`config.mk`:
```
export PLATFORM = sky130hd
export DESIGN_NAME = alu_exec_unit
export DESIGN_NICKNAME = d
export VERILOG_FILES = /design/src/rtl/alu_ctrl_pkg.sv /design/src/rtl/seq_multiplier.sv /design/src/rtl/alu_exec_unit.sv
export SDC_FILE = /design/constraint.sdc
export NUM_CORES = 1
export LEC_CHECK = 0
export ABC_AREA = 1
export BUFFER_PORTS_ARGS = -buffer_cell sky130_fd_sc_hd__buf_2
export CORE_MARGIN = 4
export CORE_UTILIZATION = 55
export DETAILED_ROUTE_END_ITERATION = 16
export MAX_ROUTING_LAYER = met4
export PLACE_DENSITY = 0.75
export SYNTH_ARGS = -nofsm -noshare
export SYNTH_HDL_FRONTEND = slang
export SYNTH_SLANG_ARGS = --single-unit
```
`constraint.sdc`:
```
create_clock -name clk_i -period 4.11 [get_ports clk_i]
set_input_delay 0.411 -clock clk_i [delete_from_list [all_inputs] [get_ports clk_i]]
set_output_delay 0.411 -clock clk_i [all_outputs]
set_load 0.05 [all_outputs]
```
`src/rtl/alu_ctrl_pkg.sv`:
```
// ALU control codes shared between ALU_Control and the EX-stage execute unit,
// plus the execute unit's state encoding.
package alu_ctrl_pkg;

  localparam logic [3:0] ALU_AND  = 4'b0000;
  localparam logic [3:0] ALU_XOR  = 4'b0001;
  localparam logic [3:0] ALU_SLL  = 4'b0010;
  localparam logic [3:0] ALU_ADD  = 4'b0011;
  localparam logic [3:0] ALU_SUB  = 4'b0100;
  localparam logic [3:0] ALU_MUL  = 4'b0101;
  localparam logic [3:0] ALU_ADDI = 4'b0110;
  localparam logic [3:0] ALU_SRAI = 4'b0111;
  localparam logic [3:0] ALU_LW   = 4'b1000;
  localparam logic [3:0] ALU_BEQ  = 4'b1001;

  localparam logic ST_IDLE = 1'b0;
  localparam logic ST_MUL  = 1'b1;

  function automatic logic is_legal_op(input logic [3:0] op);
    return op <= ALU_BEQ;
  endfunction

endpackage

```
`src/rtl/seq_multiplier.sv`:
```
// Iterative shift-add multiplier: one partial product per clock, WIDTH clocks per
// product. done_o is asserted during the final iteration, with result_o = acc_next.
module seq_multiplier
  import alu_ctrl_pkg::*;
#(
  parameter int WIDTH = 32
) (
  input  logic             clk,
  input  logic             rst,
  input  logic             start,
  input  logic             flush,
  input  logic [WIDTH-1:0] a,
  input  logic [WIDTH-1:0] b,
  output logic             done_o,
  output logic [WIDTH-1:0] result_o
);

  localparam int CNT_W = $clog2(WIDTH);

  logic             busy;
  logic [CNT_W-1:0] count;
  logic [WIDTH-1:0] multiplicand;
  logic [WIDTH-1:0] multiplier;
  logic [WIDTH-1:0] acc;
  logic [WIDTH-1:0] acc_next;

  always_comb begin
    acc_next = acc;
    if (multiplier[0]) acc_next = acc + multiplicand;
  end

  assign done_o   = busy & (count == CNT_W'(WIDTH - 1));
  assign result_o = acc_next;

  always_ff @(posedge clk or posedge rst) begin
    if (rst) begin
      busy         <= 1'b0;
      count        <= '0;
      multiplicand <= '0;
      multiplier   <= '0;
      acc          <= '0;
    end else if (start) begin
      busy         <= 1'b1;
      count        <= '0;
      multiplicand <= a;
      multiplier   <= b;
      acc          <= '0;
    end else if (busy) begin
      if (flush) begin
        busy  <= 1'b0;
        count <= '0;
      end else begin
        acc          <= acc_next;
        multiplicand <= multiplicand << 1;
        multiplier   <= multiplier >> 1;
        count        <= count + CNT_W'(1);
        if (done_o) busy <= 1'b0;
      end
    end
  end

endmodule

```
`src/rtl/alu_exec_unit.sv`:
```
// EX-stage execute unit: single-cycle ALU ops registered in one cycle, multiply
// handed to seq_multiplier while the pipeline is stalled.
module alu_exec_unit
  import alu_ctrl_pkg::*;
#(
  parameter int WIDTH = 32
) (
  input  logic             clk_i,
  input  logic             rst_i,
  input  logic             valid_i,
  input  logic [3:0]       ALUCtrl_i,
  input  logic [WIDTH-1:0] data1_i,
  input  logic [WIDTH-1:0] data2_i,
  input  logic             flush_i,
  output logic             ready_o,
  output logic             stall_o,
  output logic             valid_o,
  output logic [WIDTH-1:0] data_o,
  output logic             zero_o,
  output logic             illegal_o
);

  localparam int SHAMT_W = $clog2(WIDTH);

  logic               state;
  logic               accept;
  logic               is_mul;
  logic [SHAMT_W-1:0] shamt;
  logic [WIDTH-1:0]   alu_result;
  logic               alu_illegal;
  logic               mul_done;
  logic [WIDTH-1:0]   mul_result;

  assign ready_o = (state == ST_IDLE);
  assign stall_o = (state == ST_MUL);
  assign accept  = valid_i & ready_o & ~flush_i;
  assign is_mul  = (ALUCtrl_i == ALU_MUL);
  assign shamt   = data2_i[SHAMT_W-1:0];

  always_comb begin
    alu_result  = '0;
    alu_illegal = ~is_legal_op(ALUCtrl_i);
    case (ALUCtrl_i)
      ALU_AND:                    alu_result = data1_i & data2_i;
      ALU_XOR:                    alu_result = data1_i ^ data2_i;
      ALU_SLL:                    alu_result = data1_i << shamt;
      ALU_ADD, ALU_ADDI, ALU_LW:  alu_result = data1_i + data2_i;
      ALU_SUB, ALU_BEQ:           alu_result = data1_i - data2_i;
      ALU_SRAI:                   alu_result = WIDTH'($signed(data1_i) >>> shamt);
      default:                    alu_result = '0;
    endcase
  end

  seq_multiplier #(.WIDTH(WIDTH)) u_mul (
    .clk      (clk_i),
    .rst      (rst_i),
    .start    (accept & is_mul),
    .flush    (flush_i),
    .a        (data1_i),
    .b        (data2_i),
    .done_o   (mul_done),
    .result_o (mul_result)
  );

  // A flush during MUL drops the product and leaves data_o/zero_o untouched.
  always_ff @(posedge clk_i or posedge rst_i) begin
    if (rst_i) begin
      state     <= ST_IDLE;
      valid_o   <= 1'b0;
      data_o    <= '0;
      zero_o    <= 1'b0;
      illegal_o <= 1'b0;
    end else begin
      valid_o   <= 1'b0;
      illegal_o <= 1'b0;
      case (state)
        ST_IDLE: begin
          if (accept) begin
            if (is_mul) begin
              state <= ST_MUL;
            end else begin
              data_o    <= alu_result;
              zero_o    <= (alu_result == '0);
              illegal_o <= alu_illegal;
              valid_o   <= 1'b1;
            end
          end
        end
        default: begin
          if (flush_i) begin
            state <= ST_IDLE;
          end else if (mul_done) begin
            data_o  <= mul_result;
            zero_o  <= (mul_result == '0);
            valid_o <= 1'b1;
            state   <= ST_IDLE;
          end
        end
      endcase
    end
  end

endmodule

```
# Word-level counts from Yosys, hierarchy flattened
# Cells that the tools add are included.
[word_totals]
reg_bits = 138
latchBits = 0
mem_bits_rw = 0
mem_bits_ro = 0
output_inout_bits = 37
n_memories = 0
[op_classes]
add_sub_neg = 4
multipliers = 0
div = 0
magnitude_cmp = 1
n_eq_ne = 14
n_shift = 2
mux = 39
bitwise = 9
reduce_logical = 9
[ops]
columns = ["op", "n"]
rows = [
  ["two-way mux 32 bit", 15],
  ["one-hot mux 32 bit (6 select lines)", 1],
  ["adder 32 bit", 2],
  ["logical NOT 32 bit", 2],
  ["AND 32 bit", 1],
  ["<< shifter 32 x 5 -> 32 bit", 1],
  [">>> shifter 32 x 5 -> 32 bit", 1],
  ["subtractor 32 bit", 1],
  ["bitwise XOR 32 bit", 1],
  ["two-way mux 1 bit", 20],
  ["equality test 4 x 3 -> 1 bit (second input constant)", 4],
  ["two-way mux 5 bit", 3],
  ["equality test 4 x 2 -> 1 bit (second input constant)", 2],
  ["equality test 4 bit (second input constant)", 2],
  ["adder 5 x 1 -> 5 bit (second input constant)", 1],
  ["equality test 5 bit (second input constant)", 1],
  ["AND 1 bit", 4],
  ["equality test 4 x 1 -> 1 bit (second input constant)", 1],
  ["<= comparator 4 bit (second input constant)", 1],
  ["logical NOT 4 bit", 1],
  ["!= test 2 x 1 -> 1 bit (second input constant)", 2],
  ["!= test 2 bit (second input constant)", 2],
  ["AND reduction 4 bit", 1],
  ["nonzero test 2 bit", 2],
  ["4 further kinds", 6],
]

# Longest topological paths before layout
# Gate-level depths: netlist of run 1.
[logic_depth]
ltp_word = 7
ltp_mapped = 34
depth_no_buf = 31

# Cells and area by module
# From an unflattened synthesis of run 1, not the netlist that was laid out.
[hier_totals]
hier_cells = 2829
area_unflattened_um2 = 16538.4
[modules_own_cells]
columns = ["module", "n_inst", "cells_each", "area_each_um2", "seq_area_each_um2"]
rows = [
  ["alu_exec_unit", 1, 1767, 9435.3, 900.9],
  ["seq_multiplier", 1, 1062, 7103.1, 2552.4],
]

# Worst setup path after synthesis of run 1
# OpenSTA, ideal clock, no wires.
[synth_path]
path_type = "input -> register"
start = "in data2_i[1]"
end = "reg zero_o"
arrival_time_ns = 3.701
t_required_ns = 4.044
path_slack_ns = 0.344
stages = 32
cell_sequence = "buf_6 inv_2 buf_6 buf_4 ha_1 inv_1 nor2_1 nand3_1 nor3_2 nand4_1 inv_1 nand2_1 o21ai_1 nand2_1 xor2_1 ha_1 nand2_1 nor2_1 inv_1 nor3_1 a21oi_1 nand2_1 nand2_1 nand2_1 nor2_1 nor2_1 nand3_1 nor2_1 nand3_1 nand2_1 nand2_1 nand2_1"
[synth_via]
elab_chain_len = 6
elab_cells_between_ends = 11
[synth_lines]
columns = ["item", "line_no", "text"]
rows = [
  ["start, declared", "alu_exec_unit.sv:13", "input logic [WIDTH-1:0] data2_i,"],
  ["subtractor 32 bit (tied with other cells)", "alu_exec_unit.sv:48", "ALU_SUB, ALU_BEQ: alu_result = data1_i - data2_i;"],
  ["one-hot mux 32 bit (6 select lines) (*)", "alu_exec_unit.sv:43", "case (ALUCtrl_i)"],
  ["logical NOT 32 bit (*)", "alu_exec_unit.sv:83", "zero_o <= (alu_result == '0);"],
  ["two-way mux 1 bit (*)", "alu_exec_unit.sv:79", "if (is_mul) begin"],
  ["two-way mux 1 bit (*)", "alu_exec_unit.sv:78", "if (accept) begin"],
  ["two-way mux 1 bit (*)", "alu_exec_unit.sv:76", "case (state)"],
  ["end signal, assigned", "alu_exec_unit.sv:83", ""],
  ["end signal, assigned", "alu_exec_unit.sv:94", "zero_o <= (mul_result == '0);"],
  ["end, declared", "alu_exec_unit.sv:19", "output logic zero_o,"],
]
# Mark *: on every way between the ends. The rest lies on a longest branch, timed or not. The select of a mux whose other input is x is not followed.
# A chain may end at the register's enable or synchronous reset.

# Worst setup path in the final report of run 1
[layout_path]
start = "in data2_i[0]"
end = "reg zero_o"
# The elaborated chain is that of the path after synthesis.

==> results of run 1 <==
==> registers in the layout, indices dropped and copies added (netlist names) <==
name	flops
u_mul.multiplicand	32
illegal_o	1
data_o	32
u_mul.acc	32
u_mul.count	5
stall_o	1
zero_o	1
valid_o	1
u_mul.multiplier	32
u_mul.busy	1
==> power groups by stage <==
stage	Combinational, W	Clock, W	Sequential (W)
6_report	0.00523	0.00156	0.00212
5_1_grt	0.00579	0.00163	0.00216
4_1_cts	0.00508	0.00156	0.00210
3_5_place_dp	0.00504	0	0.00211
3_3_place_gp	0.00492	0	0.00209
2_1_floorplan	0.00340	0	0.00224
==> cell families after synthesis <==
family / count (synthesis) / synth area share [%]
and+or+nand+nor: 1812 / 46.2
xor gates and xnor gates: 33 / 1.76
DFF: 138 / 21.1
AOI/OAI and AO/OA: 355 / 12.5
adders and majority gates: 100 / 7.72
buffers and inverters: 426 / 10.7
==> how the worst max path moves through the flow <==
stage	from	to	slack, ns	cells past startpoint
finish	data2_i[0]	zero_o	0.33	28
CTS	data2_i[0]	zero_o	0.33	29
floorplan	rst_i	data_o[0]	0.003	1
global placement	data2_i[0]	zero_o	-0.05	29
detailed placement	data2_i[0]	zero_o	-0.11	29
global route	data2_i[0]	zero_o	0.02	29
==> critical path, delay by kind of cell <==
kind                     cells  cell delay [ns]
AND/OR/NAND/NOR             18             2.06
XOR/XNOR                     1             0.20
buffers and inverters        4             0.37
adder cells (fa/ha/maj)      2             0.48
AO/OA/AOI/OAI                3             0.66
==> final cells by class <==
cell class / count / area, sq um
Inverter: 310 / 1170
Clock inverter: 12 / 140
Tap cell: 384 / 480
Antenna cell: 1 / 2.50
Clock buffer: 20 / 447
Sequential cell: 138 / 3450
Timing Repair Buffer: 184 / 1140
Fill cell: 2904 / 11000
Multi-Input combinational cell: 2300 / 11200
==> cell usage after synthesis (2+ instances only) <==
cell type | instances | area share [%]
nand3_1 | 422 | 13
nor3_1 | 18 | 0.55
o21ai_0 | 117 | 3.6
nor3_2 | 2 | 0.12
nand3b_1 | 11 | 0.50
buf_2 | 37 | 1.1
o211ai_1 | 7 | 0.32
o21ai_2 | 3 | 0.16
or2_2 | 6 | 0.23
o21bai_1 | 8 | 0.37
dfrtp_1 | 138 | 21
clkbuf_1 | 45 | 1.0
and2_1 | 2 | 0.076
a21boi_0 | 3 | 0.14
nor4_1 | 3 | 0.11
nor2_8 | 2 | 0.24
xor2_1 | 31 | 1.7
nor2_1 | 300 | 6.9
a21oi_1 | 98 | 3.0
fa_1 | 2 | 0.24
o22ai_1 | 15 | 0.57
xnor2_1 | 2 | 0.11
clkinv_1 | 3 | 0.069
nand4_1 | 31 | 1.2
buf_6 | 8 | 0.55
a31oi_1 | 67 | 2.6
nor2_2 | 3 | 0.11
inv_1 | 300 | 6.9
o31ai_1 | 2 | 0.092
ha_1 | 98 | 7.5
a22o_1 | 20 | 1.1
nand2_1 | 1004 | 23
buf_1 | 13 | 0.30
o21ai_1 | 6 | 0.18
nand2_2 | 3 | 0.11
inv_2 | 6 | 0.14
buf_4 | 12 | 0.55
==> per-stage QoR <==
stage               setup TNS, ns  setup WS [ns]
floorplan                       0        0.00284
global placement          -0.0539        -0.0539
detailed placement         -0.163         -0.113
CTS                             0          0.335
global route                    0         0.0187
finish                          0          0.329
==> what timing repair did <==
| item | 4_1_cts | 5_1_grt |
|---|---|---|
| hold buffers | 0 | 0 |
| resized for setup | 0 | 4 |
| hold endpoints to repair | 0 | 0 |
| endpoints found under the setup margin | 0 | 2 |
| buffers inserted | 0 | 0 |
==> per-layer routing <==
metal / vias to the layer above / global-route usage [%]
met5: - / -
met1: 9440 / 52.3
met3: 317 / 8.74
li1: 9547 / -
met4: 0 / 24.9
met2: 1373 / 64.2
==> results by group, run 1 <==
Status
  – Status: finished clean

STA
  – Fmax: around 260 MHz
  – Clock skew: approximately 0.016 ns
  – Min cycle time layout: 3.78 ns
  – RSZ-0062 raised after global routing: false
  – Fin. max-slew vios: 0
  – # setup viols final: 0
  – Worst-margin pin slew: just under 0.9 ns
  – Slew margin rel.: between 40% and 50%
  – Final hold violation count: 0
  – Hold slack: around 0.15 ns
  – Period utilization: ~92%

Placement
  – Routability congestion estimate: around 1.2
  – Hpwl dp: 54200 um
  – IO buf count: approximately 110
  – Placed insts: about 3.3k
  – Area after DPL: around 17000 sq um

Power
  – Switching Fraction: 51.5%
  – Comb pwr share: between 50% and 60%
  – Design Power: about 0.0089 W
  – Pleak: about 9.8 nW
  – Int Power: between 0.004 and 0.005 W
  – Switching Power: between 0.004 and 0.005 W
  – Sequential share of power: around a quarter
  – Pwr/cell area: a little under 500 nW/um^2
  – Worst vdd ir: between 300 and 400 uV
  – Clk pwr share: between 10% and 20%

Yosys
  – Number of synthesized flops with an enable pin: 0
  – Top FF cell, synth: dfrtp_1
  – Avg Cell Area, Syn: between 5 and 6 sq um
  – Syn_nets: approximately 3.0k
  – Mapped Cells: about 2.9k
  – Cell Area, Synth: roughly 16000 sq um
  – Synth warnings: 0
  – FF+latch count, synth: between 100 and 150
  – Async set or reset register ratio after synthesis: 100%
  – Post-synthesis sequential area ratio: 21.1%
  – Netlist cell types: 53

Global routing
  – Largest net degree at the start of global routing: 144
  – Initial antenna violation count: 0
  – First-pass GRT wire length: 107000 um
  – Vias in the first global route: roughly 19k
  – GRT Util Overall: a little over two fifths
  – Grt total ovfl: 0

Die
  – Core Region: 29000 sq um
  – Die height: around 180 um
  – Starting density of the core: between 50% and 60%
  – Io pins: about 110
  – DIE AREA: approximately 33000 sq um
  – Rows: between 60 and 70
  – Die W: 181 um

Critical path
  – Reg2Reg Depth: 17
  – WP data required: about 4.5 ns
  – CP Capture Type: register
  – Data arrival, critical path: around 4.2 ns
  – Critical Path Fanout Max: 5
  – Slowest-stage cell, CP: ha_1
  – Slowest stage delay, CP: about 0.32 ns
  – Startpoint types: primary input
  – Worst r2r dst: zero_o
  – WS Path Type: primary input to register
  – Worst r2r src: u_mul.multiplicand[15]
  – Reg-to-reg slack, setup: 0.99 ns

Final layout
  – Core Util, Final: approximately 62%
  – Share of layout cells above drive strength 1: roughly 8.4%
  – Most common cell after layout, fill and taps aside: nand2_1
  – Post-route design area: 18000 sq um
  – Final nets: about 3.1k
  – Most frequent cells in the layout: nand2_1, nand3_1, inv_1, nor2_1, dfrtp_1
  – P&R area growth vs syn: 10.0%
  – Final Instance Count excl. Fillers: roughly 3.3k

Clock network
  – Inserted Clock Buffers: 17
  – Clock tree buffer depth: 2
  – Clock root buffer: clkbuf_16
  – Clock slew at reported path FFs: ~0.07 ns
  – Num Clock Sinks: 138
  – H-tree depth: 4
  – Worst-skew pair later-pin latency: ~0.45 ns
  – CTS tree: yes

Worst hold path
  – Min-Delay Path Class: primary input to async pin

Route
  – Routed vias: ~21k
  – DR WL/cell: approximately 21 um
  – Met3 wire len: between 7000 and 8000 um
  – Uppermost layer routed: met4
  – Vias/cell: 6.17
  – Initial DRT Pass Iterations: 9
  – M1 wire length: about 26000 um
  – Total Wirelength: 69700 um
  – WL met2: between 30000 and 40000 um
  – Post-route ant nets: 0
  – DRC: 0
  – Initial detailed-routing violation count: roughly 2.7k

Job
  – Max-cap violation count: 0
Note: power is estimated with default switching activity, not from simulation.
==> inputs of run 2 (changes only) <==
SYNTH_HIERARCHICAL = 1   (was default)
==> run 2 against run 1 <==
Effect of this change:
- core utilization is 1.0 points lower
- synthesized cell count fell by 1.2%
- count of clock-buffer cells in the layout is 3 lower
- total power down 18%
- sequential share of layout area is 0.085 points lower
- worst hold slack got worse by 0.054 ns
- sequential power decreased by 8%
- highest routed layer unchanged
==> results by group, run 2 <==
STA
  – Worst-margin pin slew: 1.23 ns (+0.342 ns)
  – Fmax: 254 MHz (-4.2%)
  – Period utilization: 96.0% (+4.0 points)
  – Final hold violation count: 0 (unchanged)
  – # setup viols final: 0 (unchanged)
  – Final worst-path setup slack: 0.166 ns (-0.164 ns)
  – Min cycle time layout: 3.94 ns (+0.164 ns)
  – Clock skew: 0.0207 ns (+0.00497 ns)
  – Slew margin rel.: 18.2% (-23 points)
  – RSZ-0062 raised after global routing: false
  – Hold slack: 0.0918 ns (-0.0536 ns)
  – Fin. max-slew vios: 0 (unchanged)

Die
  – Rows: 63 (+1.6%)
  – Starting density of the core: 55.8% (-0.70 points)
  – Die height: 181 um (+0.43%)
  – Die W: 181 um (+0.43%)
  – Core Region: 29600 sq um (+2.2%)
  – DIE AREA: 32900 sq um (+0.85%)
  – Io pins: 109 (unchanged)

Critical path
  – Startpoint types: register
  – WP data required: 4.48 ns (about the same)
  – WS Path Type: register to register
  – Data arrival, critical path: 4.32 ns (+0.16 ns)
  – Critical Path Fanout Max: 5 (unchanged)
  – CP Capture Type: register

Clock network
  – Worst-skew pair later-pin latency: 0.45 ns (about the same)
  – Clock slew at reported path FFs: 0.08 ns (about the same)
  – CTS tree: yes
  – Num Clock Sinks: 138 (unchanged)
  – Clock root buffer: clkbuf_16
  – Inserted Clock Buffers: 17 (unchanged)
  – Hold Buf Count CTS: 0 (unchanged)
  – Post-CTS setup buffers: 0 (unchanged)
  – H-tree depth: 4 (unchanged)
  – Clock tree buffer depth: 2 (unchanged)

Placement
  – Hpwl dp: 54800 um (+1.2%)
  – Place WS: -0.187 ns (-0.0745 ns)
  – Area after DPL: 17500 sq um (+0.38%)
  – Routability congestion estimate: 1.07 (-9.2%)
  – Placed insts: 3278 (-1.1%)
  – IO buf count: 108 (unchanged)

Final layout
  – Most frequent cells in the layout: nand2_1, nand3_1, inv_1, nor2_1, dfrtp_1
  – Most common cell after layout, fill and taps aside: nand2_1
  – Post-route design area: 18100 sq um (+0.44%)
  – Fillers: 2948 (+1.5%)
  – Final nets: 3079 (-1.4%)
  – Share of layout cells above drive strength 1: 10.6% (+2.2 points)
  – Final Instance Count excl. Fillers: 3310 (-1.2%)
  – N_diodes: 0 (-1)
  – P&R area growth vs syn: 9.54%
  – Core Util, Final: 61.1% (-1.0 points)

Yosys
  – Top FF cell, synth: dfrtp_1
  – Post-synthesis sequential area ratio: 20.9% (-0.19 points)
  – Async set or reset register ratio after synthesis: 100% (unchanged)
  – Netlist cell types: 53 (unchanged)
  – Syn_nets: 3001 (-1.2%)
  – Top cells by count, synth: nand2_1, nand3_1, inv_1, nor2_1, dfrtp_1
  – Mapped Cells: 2829 (-1.2%)
  – Number of synthesized flops with an enable pin: 0 (unchanged)
  – Synth warnings: 6 (+6)
  – Most common cell in the netlist: nand2_1
  – Synth top area share: 23.2% (+0.21 points)
  – Cell Area, Synth: 16500 sq um (+0.89%)
  – Avg Cell Area, Syn: 5.85 sq um (+2.1%)
  – FF+latch count, synth: 138 (unchanged)
  – Synth area leader: nand2_1
  – Synth top area cells: nand2_1, dfrtp_1, nand3_1

Job
  – Max-cap violation count: 0 (unchanged)

Global routing
  – Largest net degree at the start of global routing: 79 (-45%)
  – Vias in the first global route: 18.8k (-0.49%)
  – Grt total ovfl: 0 (unchanged)
  – Initial antenna violation count: 0 (unchanged)
  – First-pass GRT wire length: 107000 um (+0.77%)
  – GRT Util Overall: 42.6% (+0.25 points)

Route
  – Vias/cell: 6.09 (-1.3%)
  – Total Wirelength: 70100 um (+0.61%)
  – Post-route ant nets: 0 (unchanged)
  – Routed vias: 20.2k (-2.5%)
  – Initial detailed-routing violation count: 3114 (+15%)
  – Initial DRT Pass Iterations: 8 (-1)
  – DRC: 0 (unchanged)
  – DR WL/cell: 21.2 um (+1.8%)

Power
  – Pleak: 10.0 nW (+2.1%)
  – Pwr/cell area: 404 nW/um^2 (-18%)
  – Worst vdd ir: 288 uV (-4.3%)

Worst hold path
  – Min-Delay Path Class: primary input to async pin

Status
  – Status: finished clean
[run 2: changes by cell type after synthesis, moves of 17 or more]
cell,previous run,this run
nor2_1,300,190
a31oi_1,67,3
nand3_1,422,452
nand2_2,3,27
o21ai_0,117,98
xnor2_1,2,21
nand2_1,1004,1022
nand4_1,31,14
[run 2: kinds of logic (layout without fill, tap and decap cells)]
group / Yosys count / in the layout / share of synthesized area, %
AOI/OAI and AO/OA: 291 / 291 / 10.3
xor gates and xnor gates: 49 / 49 / 2.59
adders and majority gates: 100 / 100 / 7.66
buffers and inverters: 427 / 518 / 10.5
DFF: 138 / 138 / 20.9
and+or+nand+nor: 1824 / 1824 / 48.0
[run 2: final timing paths]
kind | cells past startpoint | start | end | slack, ns
worst max-delay path | 17 | u_mul/multiplicand[0] | zero_o | 0.17
worst min-delay path | 3 | rst_i | illegal_o | 0.09
worst max register to register | 17 | u_mul/multiplicand[0] | zero_o | 0.17
worst min register to register | 2 | u_mul/multiplier[15] | u_mul/multiplier[14] | 0.48
max in group asynchronous | 3 | rst_i | u_mul/multiplier[11] | 3.03
min in group clk_i | 3 | ALUCtrl_i[3] | illegal_o | 0.20
[run 2: power by group]
part	switching, W	internal (W)
sequential	0.000266	0.00169
clock	0.000735	0.000859
combinational	0.00260	0.00117
[run 2: what timing repair did]
action,CTS,global route
endpoints found under the hold margin,0,0
endpoints found under the setup margin,0,2
resized for setup,0,9
[run 2: routing by layer]
metal	up-vias	track usage, %	wire length (um)
li1	9306	-	-
met1	9191	52.8	26400
met3	334	8.21	7980
met5	-	-	0
met4	0	25.1	5180
met2	1332	65.0	30600
[run 2: per-stage QoR]
| step | power [W] | setup TNS [ns] |
|---|---|---|
| detailed placement | 0.00558 | -0.354 |
| CTS | 0.00720 | 0 |
| finish | 0.00732 | 0 |
| global placement | 0.00548 | -0.157 |
| global route | 0.00775 | 0 |
| floorplan | 0.00446 | 0 |
[run 2: cell type report]
cell class                      count  area, sq um  area share [%]
Clock buffer                       17          425            2.35
Clock inverter                     15          155           0.856
Inverter                          316         1190            6.58
Multi-Input combinational cell   2264        11400            62.9
Sequential cell                   138         3450            19.1
Tap cell                          390          488            2.69
Timing Repair Buffer              170         1010            5.55
[run 2: critical path: stages (launching register included)]
cell	delay, ns
dfrtp_1	0.39
ha_1	0.26
fa_1	0.50
nand3_1	0.12
nand3_1	0.17
nand3_1	0.14
nand3_2	0.16
nand2_1	0.13
nand2_1	0.06
nand2_1	0.06
nand3_1	0.08
and2_1	0.22
nor4_1	0.66
nand3_1	0.27
nor4_4	0.25
buf_4	0.16
a21oi_1	0.08
a21oi_2	0.16
